**src/rtl/boreal_cursor_reporter.sv**
```systemverilog
// boreal_cursor_reporter
//   Integrates per-sample predicted cursor velocities (signed fixed point,
//   pixels/sample) into pending integer deltas. The sub-pixel remainder is
//   carried from sample to sample. The block tracks a clamped absolute screen
//   position and emits 3-byte relative HID mouse reports {buttons, dx, dy} on
//   a byte-wide valid/ready stream.
//
// Ports
//   clk, rst        single clock, synchronous active-high reset
//   valid           vx_in/vy_in sample strobe (always accepted)
//   vx_in, vy_in    signed velocity, FRAC_BITS fractional bits
//   enable          permits starting new reports; integration always runs
//   buttons         live button state {mid, right, left}
//   out_tdata       report byte
//   out_tvalid      byte valid
//   out_tready      sink ready
//   out_tlast       marks the dy byte
//   pos_x, pos_y    tracked absolute position
//   sat_flag        sticky pending-accumulator saturation indicator
module boreal_cursor_reporter #(
  parameter int unsigned SCREEN_W  = 1920,
  parameter int unsigned SCREEN_H  = 1080,
  parameter int unsigned FRAC_BITS = 8
) (
  input  logic        clk,
  input  logic        rst,
  input  logic        valid,
  input  logic [23:0] vx_in,
  input  logic [23:0] vy_in,
  input  logic        enable,
  input  logic [2:0]  buttons,
  output logic [7:0]  out_tdata,
  output logic        out_tvalid,
  input  logic        out_tready,
  output logic        out_tlast,
  output logic [11:0] pos_x,
  output logic [11:0] pos_y,
  output logic        sat_flag
);

  localparam int unsigned AW    = 32;  // working width for signed arithmetic
  localparam int unsigned PW    = 16;  // pending delta width
  localparam int unsigned POS_W = 12;
  localparam int unsigned BTN_W = 3;
  localparam int unsigned BYTE_W = 8;

  localparam logic signed [AW-1:0] ZERO     = '0;
  localparam logic signed [AW-1:0] PEND_HI  = AW'(32767);
  localparam logic signed [AW-1:0] PEND_LO  = -PEND_HI;
  localparam logic signed [AW-1:0] STEP_HI  = AW'(127);
  localparam logic signed [AW-1:0] STEP_LO  = -STEP_HI;
  localparam logic signed [AW-1:0] X_MAX    = $signed(AW'(SCREEN_W - 1));
  localparam logic signed [AW-1:0] Y_MAX    = $signed(AW'(SCREEN_H - 1));

  typedef enum logic [1:0] {
    ST_IDLE,
    ST_BTN,
    ST_DX,
    ST_DY
  } state_e;

  // Signed clamp to [lo, hi].
  function automatic logic signed [AW-1:0] clamp_s(
    input logic signed [AW-1:0] v,
    input logic signed [AW-1:0] lo,
    input logic signed [AW-1:0] hi
  );
    logic signed [AW-1:0] r;
    r = v;
    if (v < lo) begin
      r = lo;
    end else if (v > hi) begin
      r = hi;
    end
    return r;
  endfunction

  state_e                   state_q,    state_d;
  logic [FRAC_BITS-1:0]     frac_x_q,   frac_x_d;
  logic [FRAC_BITS-1:0]     frac_y_q,   frac_y_d;
  logic signed [PW-1:0]     pend_x_q,   pend_x_d;
  logic signed [PW-1:0]     pend_y_q,   pend_y_d;
  logic [POS_W-1:0]         pos_x_q,    pos_x_d;
  logic [POS_W-1:0]         pos_y_q,    pos_y_d;
  logic [BTN_W-1:0]         btn_last_q, btn_last_d;
  logic [BYTE_W-1:0]        ex_q,       ex_d;
  logic [BYTE_W-1:0]        ey_q,       ey_d;
  logic [BYTE_W-1:0]        tdata_q,    tdata_d;
  logic                     tvalid_q,   tvalid_d;
  logic                     tlast_q,    tlast_d;
  logic                     sat_q,      sat_d;

  logic signed [AW-1:0]     sum_x, sum_y;
  logic signed [AW-1:0]     int_x, int_y;
  logic signed [AW-1:0]     step_x, step_y;
  logic signed [AW-1:0]     tgt_x, tgt_y;
  logic signed [BYTE_W-1:0] eff_x, eff_y;
  logic signed [AW-1:0]     raw_x, raw_y;
  logic                     latch;
  logic                     hs;

  // A report is latched from IDLE when something is worth reporting.
  assign latch = (state_q == ST_IDLE) && enable &&
                 ((pend_x_q != '0) || (pend_y_q != '0) || (buttons != btn_last_q));
  assign hs    = tvalid_q & out_tready;

  // Velocity integration, per-report step and edge clamping.
  always_comb begin
    frac_x_d = frac_x_q;
    frac_y_d = frac_y_q;
    sat_d    = sat_q;

    // Fraction is non-negative, so the floor shift carries sub-pixel motion.
    sum_x = $signed(AW'(frac_x_q)) + AW'($signed(vx_in));
    sum_y = $signed(AW'(frac_y_q)) + AW'($signed(vy_in));
    int_x = sum_x >>> FRAC_BITS;
    int_y = sum_y >>> FRAC_BITS;

    step_x = clamp_s(AW'(pend_x_q), STEP_LO, STEP_HI);
    step_y = clamp_s(AW'(pend_y_q), STEP_LO, STEP_HI);

    // Off-screen excess is dropped: only the clamped move is reported.
    tgt_x = clamp_s($signed(AW'(pos_x_q)) + step_x, ZERO, X_MAX);
    tgt_y = clamp_s($signed(AW'(pos_y_q)) + step_y, ZERO, Y_MAX);
    eff_x = BYTE_W'(tgt_x - $signed(AW'(pos_x_q)));
    eff_y = BYTE_W'(tgt_y - $signed(AW'(pos_y_q)));

    // Latch consumes the pre-update pend; a same-cycle sample adds on top.
    raw_x = AW'(pend_x_q) - (latch ? step_x : ZERO) + (valid ? int_x : ZERO);
    raw_y = AW'(pend_y_q) - (latch ? step_y : ZERO) + (valid ? int_y : ZERO);

    pend_x_d = PW'(clamp_s(raw_x, PEND_LO, PEND_HI));
    pend_y_d = PW'(clamp_s(raw_y, PEND_LO, PEND_HI));

    if ((raw_x > PEND_HI) || (raw_x < PEND_LO) ||
        (raw_y > PEND_HI) || (raw_y < PEND_LO)) begin
      sat_d = 1'b1;
    end

    if (valid) begin
      frac_x_d = sum_x[FRAC_BITS-1:0];
      frac_y_d = sum_y[FRAC_BITS-1:0];
    end
  end

  // Report sequencer: next state, registered stream outputs, position.
  always_comb begin
    state_d    = state_q;
    tdata_d    = tdata_q;
    tvalid_d   = tvalid_q;
    tlast_d    = tlast_q;
    pos_x_d    = pos_x_q;
    pos_y_d    = pos_y_q;
    ex_d       = ex_q;
    ey_d       = ey_q;
    btn_last_d = btn_last_q;

    case (state_q)
      ST_IDLE: begin
        if (latch) begin
          state_d    = ST_BTN;
          tvalid_d   = 1'b1;
          tlast_d    = 1'b0;
          tdata_d    = {5'b0, buttons};
          btn_last_d = buttons;
          pos_x_d    = POS_W'(tgt_x);
          pos_y_d    = POS_W'(tgt_y);
          ex_d       = eff_x;
          ey_d       = eff_y;
        end
      end
      ST_BTN: begin
        if (hs) begin
          state_d = ST_DX;
          tdata_d = ex_q;
        end
      end
      ST_DX: begin
        if (hs) begin
          state_d = ST_DY;
          tdata_d = ey_q;
          tlast_d = 1'b1;
        end
      end
      ST_DY: begin
        if (hs) begin
          state_d  = ST_IDLE;
          tvalid_d = 1'b0;
          tlast_d  = 1'b0;
        end
      end
      default: begin
        state_d  = ST_IDLE;
        tvalid_d = 1'b0;
        tlast_d  = 1'b0;
      end
    endcase
  end

  // State register.
  always_ff @(posedge clk) begin
    if (rst) begin
      state_q    <= ST_IDLE;
      frac_x_q   <= '0;
      frac_y_q   <= '0;
      pend_x_q   <= '0;
      pend_y_q   <= '0;
      pos_x_q    <= POS_W'(SCREEN_W / 2);
      pos_y_q    <= POS_W'(SCREEN_H / 2);
      btn_last_q <= '0;
      ex_q       <= '0;
      ey_q       <= '0;
      tdata_q    <= '0;
      tvalid_q   <= 1'b0;
      tlast_q    <= 1'b0;
      sat_q      <= 1'b0;
    end else begin
      state_q    <= state_d;
      frac_x_q   <= frac_x_d;
      frac_y_q   <= frac_y_d;
      pend_x_q   <= pend_x_d;
      pend_y_q   <= pend_y_d;
      pos_x_q    <= pos_x_d;
      pos_y_q    <= pos_y_d;
      btn_last_q <= btn_last_d;
      ex_q       <= ex_d;
      ey_q       <= ey_d;
      tdata_q    <= tdata_d;
      tvalid_q   <= tvalid_d;
      tlast_q    <= tlast_d;
      sat_q      <= sat_d;
    end
  end

  assign out_tdata  = tdata_q;
  assign out_tvalid = tvalid_q;
  assign out_tlast  = tlast_q;
  assign pos_x      = pos_x_q;
  assign pos_y      = pos_y_q;
  assign sat_flag   = sat_q;

endmodule

```
**config.mk**
```make
export PLATFORM = sky130hd
export DESIGN_NAME = boreal_cursor_reporter
export DESIGN_NICKNAME = d
export VERILOG_FILES = /design/src/rtl/boreal_cursor_reporter.sv
export SDC_FILE = /design/constraint.sdc
export NUM_CORES = 1
export LEC_CHECK = 0
export ABC_AREA = 1
export ABC_CLOCK_PERIOD_IN_PS = 4400
export CORE_MARGIN = 2
export CORE_UTILIZATION = 50
export CTS_BUF_LIST = sky130_fd_sc_hd__clkbuf_4
export DETAILED_ROUTE_END_ITERATION = 7
export HOLD_SLACK_MARGIN = 0.12
export PLACE_DENSITY = 0.73
export SYNTH_ARGS = -nofsm -noshare
export SYNTH_HDL_FRONTEND = slang
export SYNTH_SLANG_ARGS = --single-unit
```
**constraint.sdc**
```tcl
create_clock -name clk -period 4.4 [get_ports clk]
set_input_delay 0.66 -clock clk [delete_from_list [all_inputs] [get_ports clk]]
set_output_delay 0.66 -clock clk [all_outputs]
set_load 0.005 [all_outputs]
```
==> impl_metrics.yaml <==
place:
  pre_cts_ws_ns: -1.19
  dpl.hpwl_um: 27200
  place_congestion: 0.973
  portBuffers: 90
status:
  violations: "DRC, setup timing"
  status: "finished, violations left"
yosys:
  synth_edf_count: 0
  yosysSeqAreaShare_pct: 18.6
  synth.most_common_cell: "nand2_1"
  synth_cells: 1769
  ys.warnings.count: 0
  synth_top_area_share_pct: 18.6
  avgSynthCellArea_um2: 6.33
  ys_top_cells_by_count: "nand2_1 (376), inv_1 (328), nor2_1 (190), a21oi_1 (150), o21ai_0 (116)"
  ys_seq_elements: 104
  synthArstFlopShare_pct: 0
  syn_area_mm2: 0.0112
  synth_area_leaders: "dfxtp_1 (19%), nand2_1 (13%), ha_1 (11%)"
  synth_flop_cell: "dfxtp_1"
  syn-num-nets: 1967
  synth.distinct_cells: 50
  yosysTopAreaCell: "dfxtp_1"
route:
  wire_per_inst_um: 16.4
  drt_first_pass_iters: 8
  avgViaCountPerCell: 5.43
  drc: 3
  routed_wl_um: 40700
  ant_nets: 0
  num_vias: 13500
  drt-initial-drc-count: 1038
timing:
  setup_viol: 39
  fin_skew_ns: 0.0422
  fin_crit_sh_pct: 109
  worst_pin_slew_ns: 0.814
  whs_ns: 0.453
  slew_headroom_pct: 45.7
  rsz0062_at_grt: "yes"
  final_hold_viol_count: 0
  setup_ws_ns: -0.397
  fmax_ghz: 0.208
  setup_tns_ns: -6.15
  drv_slew: 0
  period_needed_ns: 4.80
floorplan:
  initial_utilization_pct: 51.2
  core_area_mm2: 0.0219
  die_x_um: 154
  die_h_um: 154
  fp.dieArea_mm2: 0.0236
  top_level_ports: 91
  rows: 54
worst_setup_path:
  critPathBufInv: 6
  cp_slowest_cell: "dfxtp_4"
  worstSetupStartpointType: "register"
  critPathTopFamily: "simple AND/OR/NAND/NOR gates"
  crit_path_end_kind: "register"
  arrival_ns: 5.28
  slowest_delay_ns: 0.41
  path_class: "reg -> reg"
  cp.depth: 33
  required_ns: 4.88
  crit_top_cell: "nand2_1"
  cp_max_fo: 4
  rr_worst_depth: 33
grt:
  grt_pass1_wl_um: 58300
  grt_max_degree: 59
  grt_antenna_before_repair: 2
  first_global_vias: 12423
  overflow: 0
  grt_usage_pct: 29.8
layout:
  multi_input_area_mm2: 0.00936
  fillers: 1481
  drive_gt1_share_pct: 36.0
  final_core_util_pct: 77.7
  final-seq-area_mm2: 0.00211
  fin_nets: 2396
  areaGrowthSynthToFinish_pct: 51.9
hold_path:
  hold_class: "reg -> reg"
  hold_depth: 2
run:
  cap_violations: 0
clock_tree:
  cts_root_buffer: "clkbuf_4"
  cts_max_path_buffers: 2
  clk-insertion-delay-late_ns: 0.53
  cts_tree: "built"
  clock_sink_count: 104
  clk_pin_slew_ns: 0.21
  ctsHoldBuffers: 0
  htree_levels: 3
  numCtsBuffers: 9
## logic make-up after synthesis
kind of cell,synth area share (%)
XOR/XNOR,4.14
buffers and inverters,13.3
adder cells (fa/ha/maj),18.5
flip-flops,18.6
AO/OA/AOI/OAI,15.8
AND/OR/NAND/NOR,29.7
## worst paths after layout
| path | from | endpoint | slack, ns |
|---|---|---|---|
| max | pend_x_q[14]$_SDFF_PP0_ | ex_q[7]$_SDFFE_PP0P_ | -0.40 |
| min | out_tdata[6]$_SDFFE_PP0P_ | out_tdata[6]$_SDFFE_PP0P_ | 0.45 |
| max reg2reg | pend_x_q[14]$_SDFF_PP0_ | ex_q[7]$_SDFFE_PP0P_ | -0.40 |
| min reg2reg | out_tdata[6]$_SDFFE_PP0P_ | out_tdata[6]$_SDFFE_PP0P_ | 0.45 |
## cell usage in the layout (no fill, tap or decap), types with 51 or more instances in the layout
master	synthesis	layout
buf_4	2	358
inv_1	328	310
nand2_1	376	306
nor2_1	190	149
a21oi_1	150	116
dfxtp_1	104	84
o21ai_0	116	79
clkdlybuf4s50_1	0	75
nand2_2	21	73
nand3_1	84	66
a21oi_2	25	54
ha_1	102	51
## per-stage QoR
step / std cells / area (um^2)
2_1_floorplan: 1769 / 11300
3_3_place_gp: 2409 / 14700
3_5_place_dp: 2409 / 14700
4_1_cts: 2460 / 16000
5_1_grt: 2484 / 17000
6_report: 2486 / 17000
## cell type report
| cell class | instances | area share, % |
|---|---|---|
| clock inverter | 7 | 0.434 |
| clock buffer | 9 | 0.397 |
| timing repair buffer | 462 | 22.2 |
| multi-input combinational | 1281 | 55.0 |
| inverter | 340 | 7.50 |
| antenna | 3 | 0.0441 |
| sequential | 104 | 12.4 |
| tap | 280 | 2.06 |
## metal layers
| metal | share of wire, % | wire [um] | global-route usage (%) |
|---|---|---|---|
| met5 | 0.032 | 13 | 0 |
| met4 | 4.2 | 1690 | 9.26 |
| met3 | 6.3 | 2550 | 3.10 |
| met2 | 50 | 20200 | 53.5 |
| met1 | 40 | 16200 | 37.6 |
## worst register-to-register path, delay by kind of cell (launching register included)
family / cells / cell delay [ns]
and+or+nand+nor: 18 / 1.73
DFF: 1 / 0.41
adders and majority gates: 3 / 0.92
xor gates and xnor gates: 1 / 0.23
buffers and inverters: 6 / 0.67
AOI/OAI and AO/OA: 5 / 0.80
## what timing repair did
| item | 4_1_cts | 5_1_grt |
|---|---|---|
| setup buffers | 33 | 24 |
| endpoints found under the setup margin | 45 | 46 |
| gates resized for setup | 249 | 191 |
| gates cloned | 2 | 0 |
| pin swaps | 117 | 101 |
## state kept, by name (all words and copies together) (netlist names)
name	cells
ey_q	8
pos_y	12
pend_y_q	16
pos_x	12
ex_q	8
out_tlast	1
frac_y_q	8
pend_x_q	16
btn_last_q	3
state_q	2
out_tdata	8
out_tvalid	1
sat_flag	1
frac_x_q	8
Power is not shown: default switching activity piles up to over one toggle a cycle in this logic, so the estimate is an artifact.
